--- config.mk ---
export PLATFORM = sky130hd
export DESIGN_NAME = if_fetch_stage
export DESIGN_NICKNAME = d
export VERILOG_FILES = /design/src/rtl/riscv_pkg.sv /design/src/rtl/if_id_reg.sv /design/src/rtl/if_fetch_stage.sv
export SDC_FILE = /design/constraint.sdc
export NUM_CORES = 1
export LEC_CHECK = 0
export BUFFER_PORTS_ARGS = -buffer_cell sky130_fd_sc_hd__buf_4
export CAP_MARGIN = 20
export CORE_ASPECT_RATIO = 0.75
export CORE_UTILIZATION = 45
export DETAILED_ROUTE_END_ITERATION = 10
export PLACE_DENSITY = 0.77
export SLEW_MARGIN = 20
export SYNTH_ARGS = -nofsm -noshare
export SYNTH_HDL_FRONTEND = slang
export SYNTH_SLANG_ARGS = --single-unit
--- constraint.sdc ---
create_clock -name clk -period 1.9 [get_ports clk]
set_input_delay 0.285 -clock clk [delete_from_list [all_inputs] [get_ports clk]]
set_output_delay 0.285 -clock clk [all_outputs]
set_load 0.01 [all_outputs]
--- src/rtl/riscv_pkg.sv ---
// Shared RISC-V pipeline constants and types used by the fetch stage.
package riscv_pkg;

  localparam int unsigned XLEN_DEFAULT = 32;

  localparam logic [31:0] NOP_INST    = 32'h0000_0013;
  localparam logic [31:0] EBREAK_INST = 32'h0010_0073;

  typedef enum logic {
    RUN  = 1'b0,
    HALT = 1'b1
  } fetch_state_e;

endpackage

--- src/rtl/if_id_reg.sv ---
// IF/ID pipeline register: load, hold or bubble, with NOP/zero reset values.
module if_id_reg
  import riscv_pkg::*;
#(
  parameter int XLEN = XLEN_DEFAULT
) (
  input  logic            clk,
  input  logic            rst,
  input  logic            load_i,
  input  logic            bubble_i,
  input  logic [31:0]     inst_i,
  input  logic [XLEN-1:0] pc_i,
  input  logic [XLEN-1:0] pcadd4_i,
  output logic [31:0]     inst_o,
  output logic [XLEN-1:0] pc_o,
  output logic [XLEN-1:0] pcadd4_o,
  output logic            valid_o
);

  // A bubble is the same image as reset: NOP with zeroed PCs, not valid.
  always_ff @(posedge clk) begin
    if (rst || bubble_i) begin
      inst_o   <= NOP_INST;
      pc_o     <= '0;
      pcadd4_o <= '0;
      valid_o  <= 1'b0;
    end else if (load_i) begin
      inst_o   <= inst_i;
      pc_o     <= pc_i;
      pcadd4_o <= pcadd4_i;
      valid_o  <= 1'b1;
    end
  end

endmodule

--- src/rtl/if_fetch_stage.sv ---
// Instruction-fetch stage: PC register, next-PC selection, RUN/HALT control
// and the IF/ID register feeding decode.
module if_fetch_stage
  import riscv_pkg::*;
#(
  parameter int              XLEN     = XLEN_DEFAULT,
  parameter logic [XLEN-1:0] RESET_PC = '0
) (
  input  logic            clk,
  input  logic            rst,
  output logic [XLEN-1:0] imem_addr,
  input  logic [31:0]     imem_rdata,
  input  logic            stall_i,
  input  logic            flush_i,
  input  logic            redirect_i,
  input  logic [XLEN-1:0] redirect_pc_i,
  output logic [31:0]     inst_ID,
  output logic [XLEN-1:0] PC_ID,
  output logic [XLEN-1:0] PCadd4_ID,
  output logic            valid_ID,
  output logic            halted
);

  fetch_state_e    state_q, state_d;
  logic [XLEN-1:0] pc_q, pc_d;
  logic [XLEN-1:0] pc_plus4, redir_tgt;
  logic            halted_q, halted_d;
  logic            ld, bubble, normal_ld;

  assign pc_plus4  = pc_q + XLEN'(4);
  assign redir_tgt = redirect_pc_i & ~XLEN'(3);
  assign normal_ld = !redirect_i && !stall_i && !flush_i;
  assign imem_addr = pc_q;
  assign halted    = halted_q;

  always_ff @(posedge clk) begin
    if (rst) state_q <= RUN;
    else     state_q <= state_d;
  end

  // Entering HALT freezes the PC right away; the visible flag follows one
  // edge later, once the ebreak itself has been handed to decode.
  always_comb begin
    state_d = state_q;
    case (state_q)
      RUN:     if (normal_ld && imem_rdata == EBREAK_INST) state_d = HALT;
      HALT:    if (redirect_i) state_d = RUN;
      default: state_d = RUN;
    endcase
  end

  always_comb begin
    pc_d     = pc_q;
    ld       = 1'b0;
    bubble   = 1'b0;
    halted_d = 1'b0;
    case (state_q)
      RUN: begin
        if (redirect_i) begin
          pc_d   = redir_tgt;
          bubble = 1'b1;
        end else if (stall_i) begin
          pc_d = pc_q;
        end else if (flush_i) begin
          pc_d   = pc_plus4;
          bubble = 1'b1;
        end else begin
          pc_d = pc_plus4;
          ld   = 1'b1;
        end
      end
      HALT: begin
        bubble = 1'b1;
        if (redirect_i) pc_d = redir_tgt;
        else            halted_d = 1'b1;
      end
      default: bubble = 1'b1;
    endcase
  end

  always_ff @(posedge clk) begin
    if (rst) begin
      pc_q     <= RESET_PC;
      halted_q <= 1'b0;
    end else begin
      pc_q     <= pc_d;
      halted_q <= halted_d;
    end
  end

  if_id_reg #(.XLEN(XLEN)) u_if_id (
    .clk      (clk),
    .rst      (rst),
    .load_i   (ld),
    .bubble_i (bubble),
    .inst_i   (imem_rdata),
    .pc_i     (pc_q),
    .pcadd4_i (pc_plus4),
    .inst_o   (inst_ID),
    .pc_o     (PC_ID),
    .pcadd4_o (PCadd4_ID),
    .valid_o  (valid_ID)
  );

endmodule
# Word level (Yosys, flattened, before mapping)
# Cells that the tools add are included.
op_classes:
  n_bitwise: 1
  add_sub_neg: 1
  n_reduce_logical: 9
  eq_ne: 3
  muxes: 15
op_table:
  columns: ["op", "n"]
  rows:
  - ["two-way mux 32 bit", 3]
  - ["case mux 32 bit (2 select lines)", 1]
  - ["adder 32 x 3 -> 32 bit (second input constant)", 1]
  - ["== test 32 x 21 -> 1 bit (second input constant)", 1]
  - ["two-way mux 1 bit", 9]
  - ["case mux 1 bit (2 select lines)", 2]
  - ["logical AND 1 bit", 3]
  - ["zero test 1 bit", 3]
  - ["!= test 3 bit (second input constant)", 1]
  - ["!= test 2 bit (second input constant)", 1]
  - ["AND reduction 2 bit", 1]
  - ["OR reduction 2 bit", 1]
  - ["logical OR 1 bit", 1]
  - ["inverter 1 bit", 1]
totals:
  reg_bits: 131
  inputBits: 69
  wordCells: 36
  out_inout_bits: 130

# Logic depth before layout (Yosys ltp)
# Gate-level depths: netlist of run 1.
depth:
  ltp_word: 6
  depth_mapped: 7
  ltp_nobuf: 6

# Hierarchy
# From an unflattened synthesis of run 1, not the netlist that was laid out.
unflattened:
  hier_cells: 605
  hier_area_um2: 5725.5
modules_own_cells:
  columns: ["mod", "cells_per_inst", "area_per_inst_um2", "n_inst", "seq_area_each_um2"]
  rows:
  - ["if_id_reg", 315, 3480.8, 1, 1941.9]
  - ["if_fetch_stage", 290, 2244.7, 1, 640.6]

# Worst setup path before layout of run 1
# Ideal clock, no wire load.
synth_timing:
  path_kind: "reg-to-reg"
  startpoint: "register pc_q[2] (netlist: imem_addr[2])"
  endpoint: "register pc_q[26] (netlist: imem_addr[26])"
  synth_period_minus_slack_ns: 2.074
  t_required_ns: 1.809
  setup_slack_ns: -0.174
  arrival_ns: 1.983
  n_path_buf: 1
  setup_ns: 0.091
  stages_incl_launch_ff: 8
  path_cell_list: "dfxtp_1 ha_1 nand3_1 buf_2 nor3_2 nand4_1 or3_1 a311oi_1"
synth_via:
  elab_chain_len: 4
synth_rtl:
  columns: ["item", "line", "text"]
  rows:
  - ["start: declaration", "if_fetch_stage.sv:25", "logic [XLEN-1:0] pc_q, pc_d;"]
  - ["start signal: assignment", "if_fetch_stage.sv:86", "pc_q <= pc_d;"]
  - ["adder 32 x 3 -> 32 bit", "if_fetch_stage.sv:30", "assign pc_plus4 = pc_q + XLEN'(4);"]
  - ["two-way mux 32 bit", "if_fetch_stage.sv:62", "end else if (stall_i) begin"]
  - ["two-way mux 32 bit", "if_fetch_stage.sv:59", "if (redirect_i) begin"]
  - ["case mux 32 bit (2 select lines)", "if_fetch_stage.sv:57", "case (state_q)"]
# No other way between the ends. The select of a mux whose other input is x is not followed.
# A chain may end at the register's enable or synchronous reset.

# Final worst setup path of run 1
layout_timing:
  startpoint: "register pc_q[2] (netlist: imem_addr[2])"
  endpoint: "register pc_q[22] (netlist: imem_addr[22])"
# The elaborated chain is that of the path after synthesis.

==> flow_summary.yaml, run 1 <==
run_status:
  status: "finished, final reports clean"
synth:
  yosys.cell_count.top_type: "nand2_1"
  syn_area_per_cell_sq_um: 8.06
  yosys_register_bits: 125
  synth_area_sq_um: 5510
  seq_area_frac_synth: 0.454
  yosysTopAreaCellShare: 0.454
  synth_area_leaders: "dfxtp_1 45%, nand2_1 9.7%, a21oi_1 8.5%, xor2_1 3.5%, nor2_1 3.4%"
  synth-async-reset-ratio: 0
  synthCells: 683
  ys.warnings.count: 0
  synth_common_cells: "142 x nand2_1, 125 x dfxtp_1, 94 x a21oi_1, 50 x nor2_1, 41 x clkbuf_1"
  synth_cell_types: 53
  synth_edf_count: 0
  synthFlopType: "dfxtp_1"
  yosys.area.top_type: "dfxtp_1"
floorplanning:
  row_count: 34
  io_pins: 199
  dieArea_sq_um: 12700
  die_y_um: 97.8
  start_util: 0.469
  core_sq_um: 11700
  die_x_um: 130
clock_tree:
  cts_buffer_depth: 2
  cts_tree: "built"
  holdBufCountCts: 0
  clock_sinks: 125
  clk_latency_ns: 0.41
  cts_made_buffers: 17
  clk_pin_slew_ns: 0.05
  htreeDepth: 4
  root_buffer: "clkbuf_16"
placed_design:
  place_area_sq_um: 7460
  portBuffers: 190
  dp_hpwl_mm: 13.6
  dp_cells: 1051
  gp_congestion: 0.953
  post-place-ws_ns: -0.0486
sta:
  final_max_slew_viol_count: 0
  timing.final.crit_share: 0.984
  whs_ns: 0.104
  fin_crit_ns: 1.87
  fin_tns_setup_ns: 0
  rsz0062_at_grt: "true"
  setup_ws_ns: 0.0309
  setup_viol: 0
  clock_skew_ns: 0.00968
  max_freq_mhz: 535
  finalHoldViolCount: 0
power_and_ir_drop:
  powerDensity_nw_per_um2: 863
  p_leak_nw: 3.39
  vdd_drop_max_mv: 0.760
  p_total_mw: 7.07
finish:
  final_cell_area_sq_um: 8190
  multi_input_area_sq_um: 2800
  fill_cells: 944
  nNetsFinal: 980
  fin_util: 0.698
  final_cells: 1083
  register_area_sq_um: 2520
  drive_above_1_share: 0.350
  area_growth_pct: 48.7
  antenna_cells_inserted: 0
global_routing:
  grt_pass1_wl_mm: 28.7
  grt_pass1_vias: 5655
  grt_overflow_total: 0
  gr-usage-all-layers: 0.292
  grt_max_degree: 44
  antenna_found_initial: 0
critical_path:
  arrival_ns: 2.18
  crit_end: "imem_addr[22]"
  cp-start-kind: "flop"
  r2r_cells: 6
  critPathKind: "flop to flop"
  reg2reg_to: "imem_addr[22]"
  crit_required_ns: 2.22
  path_max_fanout: 5
  critPathLaunch: "imem_addr[2]"
  crit_path_end_kind: "flop"
  reg2reg_from: "imem_addr[2]"
  rrSetupSlack_ns: 0.03
drt:
  firstDrtPassIters: 5
  via_count: 5972
  first_iter_violations: 480
  via_per_inst: 5.51
  highest_layer: "met4"
  ant_nets: 0
  wl_met3_mm: 1.62
  wire_per_inst_um: 17.2
  routed_wl_mm: 18.6
  drt-met1-wl_mm: 7.70
  drc: 0
  route.met2.wl_mm: 8.78
hold_path:
  hold_path_class: "input pin to flop"
job:
  cap_violations: 0
==> per-layer routing <==
metal	up-vias	GRT usage
met2	295	0.475
met1	2827	0.371
met5	-	0
met3	48	0.0690
li1	2802	-
met4	0	0.119
==> how the worst min path moves through the flow <==
stage / from / endpoint / depth (start not counted)
global placement: u_if_id.inst_o[17] / u_if_id.inst_o[17] / 2
CTS: imem_rdata[4] / u_if_id.inst_o[4] / 3
detailed placement: u_if_id.inst_o[31] / u_if_id.inst_o[31] / 2
global route: imem_rdata[0] / u_if_id.inst_o[0] / 3
floorplan: imem_rdata[0] / u_if_id.inst_o[0] / 2
finish: imem_rdata[4] / u_if_id.inst_o[4] / 3
==> layout make-up <==
class	count	share of cell area
Sequential cell	125	0.308
Clock inverter	7	0.0196
Inverter	6	0.00275
Multi-Input combinational cell	496	0.341
Clock buffer	23	0.0583
Tap cell	162	0.0247
Timing Repair Buffer	264	0.245
==> power by group <==
part           switching, mW  internal [mW]  total [mW]
Sequential            0.0773           2.69        2.77
Clock                   1.11           2.41        3.53
Combinational          0.416          0.355       0.770
==> registers in the layout, indices dropped and copies added, names as in the netlist <==
signal / cells
u_if_id.pcadd4_o: 30
imem_addr: 30
u_if_id.valid_o: 1
halted: 1
u_if_id.inst_o: 32
u_if_id.pc_o: 30
state_q: 1
==> cells in the final DEF, fill, tap and decap left out, types with 4 or more instances in the layout <==
cell,synthesis,final
a211oi_1,18,18
a21oi_1,94,94
and3_1,5,5
buf_4,7,261
bufinv_16,0,5
clkbuf_16,0,17
conb_1,1,6
dfxtp_1,125,116
dfxtp_2,0,6
inv_1,5,5
mux2i_1,5,5
nand2_1,142,142
nand3_1,19,18
nand4_1,14,14
nor2_1,50,49
nor3_1,14,12
nor4_1,6,6
nor4_4,1,4
o21ai_0,28,28
o22ai_1,5,5
or3_1,6,6
or4_1,5,4
xnor2_1,19,19
xor2_1,22,22
==> cell families (layout without fill, tap and decap cells) <==
kind of cell | Yosys count | in the layout | synth area share
and+or+nand+nor | 282 | 282 | 0.243
AOI/OAI and AO/OA | 161 | 161 | 0.165
DFF | 125 | 125 | 0.454
buffers and inverters | 67 | 300 | 0.0602
xor gates and xnor gates | 41 | 41 | 0.0652
muxes | 5 | 5 | 0.00909
adders and majority gates | 1 | 1 | 0.00227
other | 1 | 6 | 0.000681
==> critical path: stages, from the launching register on <==
cell and delay [ns]:
dfxtp_4 0.39, ha_4 0.16, nand3_4 0.10, nor3_4 0.30, nand4_1 0.19, or3_1 0.38, a311oi_1 0.27
==> timing repair <==
action / in CTS / in global routing
pin swaps: 1 / 4
resized for setup: 5 / 10
setup endpoints to repair: 3 / 9
setup buffers: 0 / 2
Note: power is estimated with default switching activity, not from simulation.
==> run 2, diff against run 1 <==
Settings changed: PLACE_DENSITY 0.77 to 0.76.
==> run 2 against run 1 <==
Effect of this change: cell area is 0.64% lower; combinational power is 0.6% lower; clock skew is 0.0017 ns lower; routed wire length is 0.86% lower; critical path type unchanged; largest cell class unchanged.
==> flow_summary.yaml, run 2 (synthesized netlist as in run 1, its figures left out) <==
drt:
  wire_per_inst_um: 17.0
  ant_nets: 0
  first_iter_violations: 500
  via_count: 5874
  routed_wl_mm: 18.4
  firstDrtPassIters: 5
  drc: 0
  highest_layer: "met4"
  route.met2.wl_mm: 8.74
  wl_met3_mm: 1.61
  drt-met1-wl_mm: 7.65
  via_per_inst: 5.41
clock_tree:
  clock_sinks: 125
  clk_pin_slew_ns: 0.06
  htreeDepth: 4
  cts_buffer_depth: 2
  cts_tree: "built"
  clk_latency_ns: 0.42
  cts_made_buffers: 17
  root_buffer: "clkbuf_16"
global_routing:
  grt_overflow_total: 0
  antenna_found_initial: 0
  grt_pass1_vias: 5564
  gr-usage-all-layers: 0.292
  grt_max_degree: 44
  grt_pass1_wl_mm: 28.4
finish:
  nNetsFinal: 980
  antenna_cells_inserted: 0
  largest_reg_flops: 32
  drive_above_1_share: 0.356
  top_register: "u_if_id.inst_o"
  final_common_cell: "buf_4"
  area_growth_pct: 47.8
  fill_cells: 939
  final_cells: 1085
  layout_common_cells: "261 x buf_4, 142 x nand2_1, 115 x dfxtp_1, 94 x a21oi_1, 49 x nor2_1"
placed_design:
  dp_hpwl_mm: 13.5
  portBuffers: 190
  post-place-ws_ns: -0.0918
  dp_cells: 1048
  gp_congestion: 0.938
power_and_ir_drop:
  p_total_mw: 6.74
  pwr-share-clk: 0.475
  vdd_drop_max_mv: 0.644
  pwr-share-seq: 0.411
  p_comb_frac: 0.114
  switchingPower_mw: 1.74
  p_leak_nw: 3.35
  powerDensity_nw_per_um2: 828
  intPower_mw: 5.00
  switching_share: 0.258
critical_path:
  arrival_ns: 2.19
  crit_path_end_kind: "flop"
  critPathMaxStageDelay_ns: 0.44
  worst-path-buf-inv: 0
  slowest_stage: "dfxtp_2"
  critPathKind: "flop to flop"
  path_max_fanout: 8
  cp-start-kind: "flop"
  crit_required_ns: 2.22
  crit_top_cell: "nand4_1"
  crit_path_cell_trace: "nand4_1, nor2_1, nand4_1, or3_4, a311oi_2"
  cp_top_family: "simple AND/OR/NAND/NOR gates"
hold_path:
  hold_path_class: "input pin to flop"
sta:
  clock_skew_ns: 0.00801
  slew-limit-headroom: 0.659
  fin_crit_ns: 1.86
  rsz0062_at_grt: "true"
  fin_tns_setup_ns: 0
  max_freq_mhz: 536
  whs_ns: 0.0849
  tightest_slew_ns: 0.510
  setup_viol: 0
  final_max_slew_viol_count: 0
  setup_ws_ns: 0.0355
  finalHoldViolCount: 0
  timing.final.crit_share: 0.981
job:
  cap_violations: 0
floorplanning:
  start_util: 0.469
  die_y_um: 97.8
  dieArea_sq_um: 12700
  row_count: 34
  core_sq_um: 11700
  io_pins: 199
  die_x_um: 130
run_status:
  status: "finished, final reports clean"
-- run 2: cell count changes in the layout (fill, tap and decap cells not counted), sizes merged --
cell,change
clkbuf,-3
clkinvlp,+4
clkinv,+3
bufinv,-4
inv,+2
-- run 2: layout make-up --
class / instances / area (sq um) / area share
clock buffer: 20 / 478 / 0.0587
clock inverter: 12 / 110 / 0.0135
inverter: 6 / 22.5 / 0.00277
multi-input combinational: 496 / 2800 / 0.343
sequential: 125 / 2520 / 0.310
tap: 162 / 203 / 0.0249
timing repair buffer: 264 / 2010 / 0.247
-- run 2: worst reg2reg max path: cells and delay by family (launching register included) --
family	cells	cell delay (ns)
compound gates	1	0.24
simple gates	4	1.10
flops	1	0.44
-- run 2: worst paths after layout --
| check | depth (start not counted) | startpoint | slack, ns | endpoint |
|---|---|---|---|---|
| worst max-delay path | 5 | imem_addr[19] | 0.04 | imem_addr[22] |
| worst min-delay path | 3 | imem_rdata[4] | 0.08 | u_if_id.inst_o[4] |
| worst max register to register | 5 | imem_addr[19] | 0.04 | imem_addr[22] |
| worst min register to register | 2 | u_if_id.inst_o[3] | 0.45 | u_if_id.inst_o[3] |
-- run 2: metrics by stage --
stage | instance area [sq um] | utilization
final | 8140 | 0.693
after global routing | 8140 | 0.693
after CTS | 8090 | 0.689
after detailed placement | 7440 | 0.634
after global placement | 7440 | 0.634
after floorplan | 5560 | -
-- run 2: what timing repair did --
| item | in CTS | in global routing |
|---|---|---|
| buffers inserted | 1 | 4 |
| hold buffers | 0 | 0 |
| gates cloned | 0 | 0 |
| gates resized for setup | 9 | 7 |
| pin swaps | 3 | 8 |
| setup endpoints to repair | 4 | 20 |
-- run 2: routing by layer --
metal / vias up / track usage
met2: 300 / 0.466
met3: 40 / 0.0663
met5: - / 0
li1: 2803 / -
met1: 2731 / 0.379
met4: 0 / 0.118
-- run 2: power by group through the flow --
stage | clock network [mW] | logic [mW] | registers (mW)
floorplan | 0 | 0.325 | 2.84
global placement | 0 | 0.721 | 2.82
detailed placement | 0 | 0.737 | 2.82
CTS | 3.22 | 0.746 | 2.77
global route | 3.33 | 0.819 | 2.78
finish | 3.20 | 0.765 | 2.77
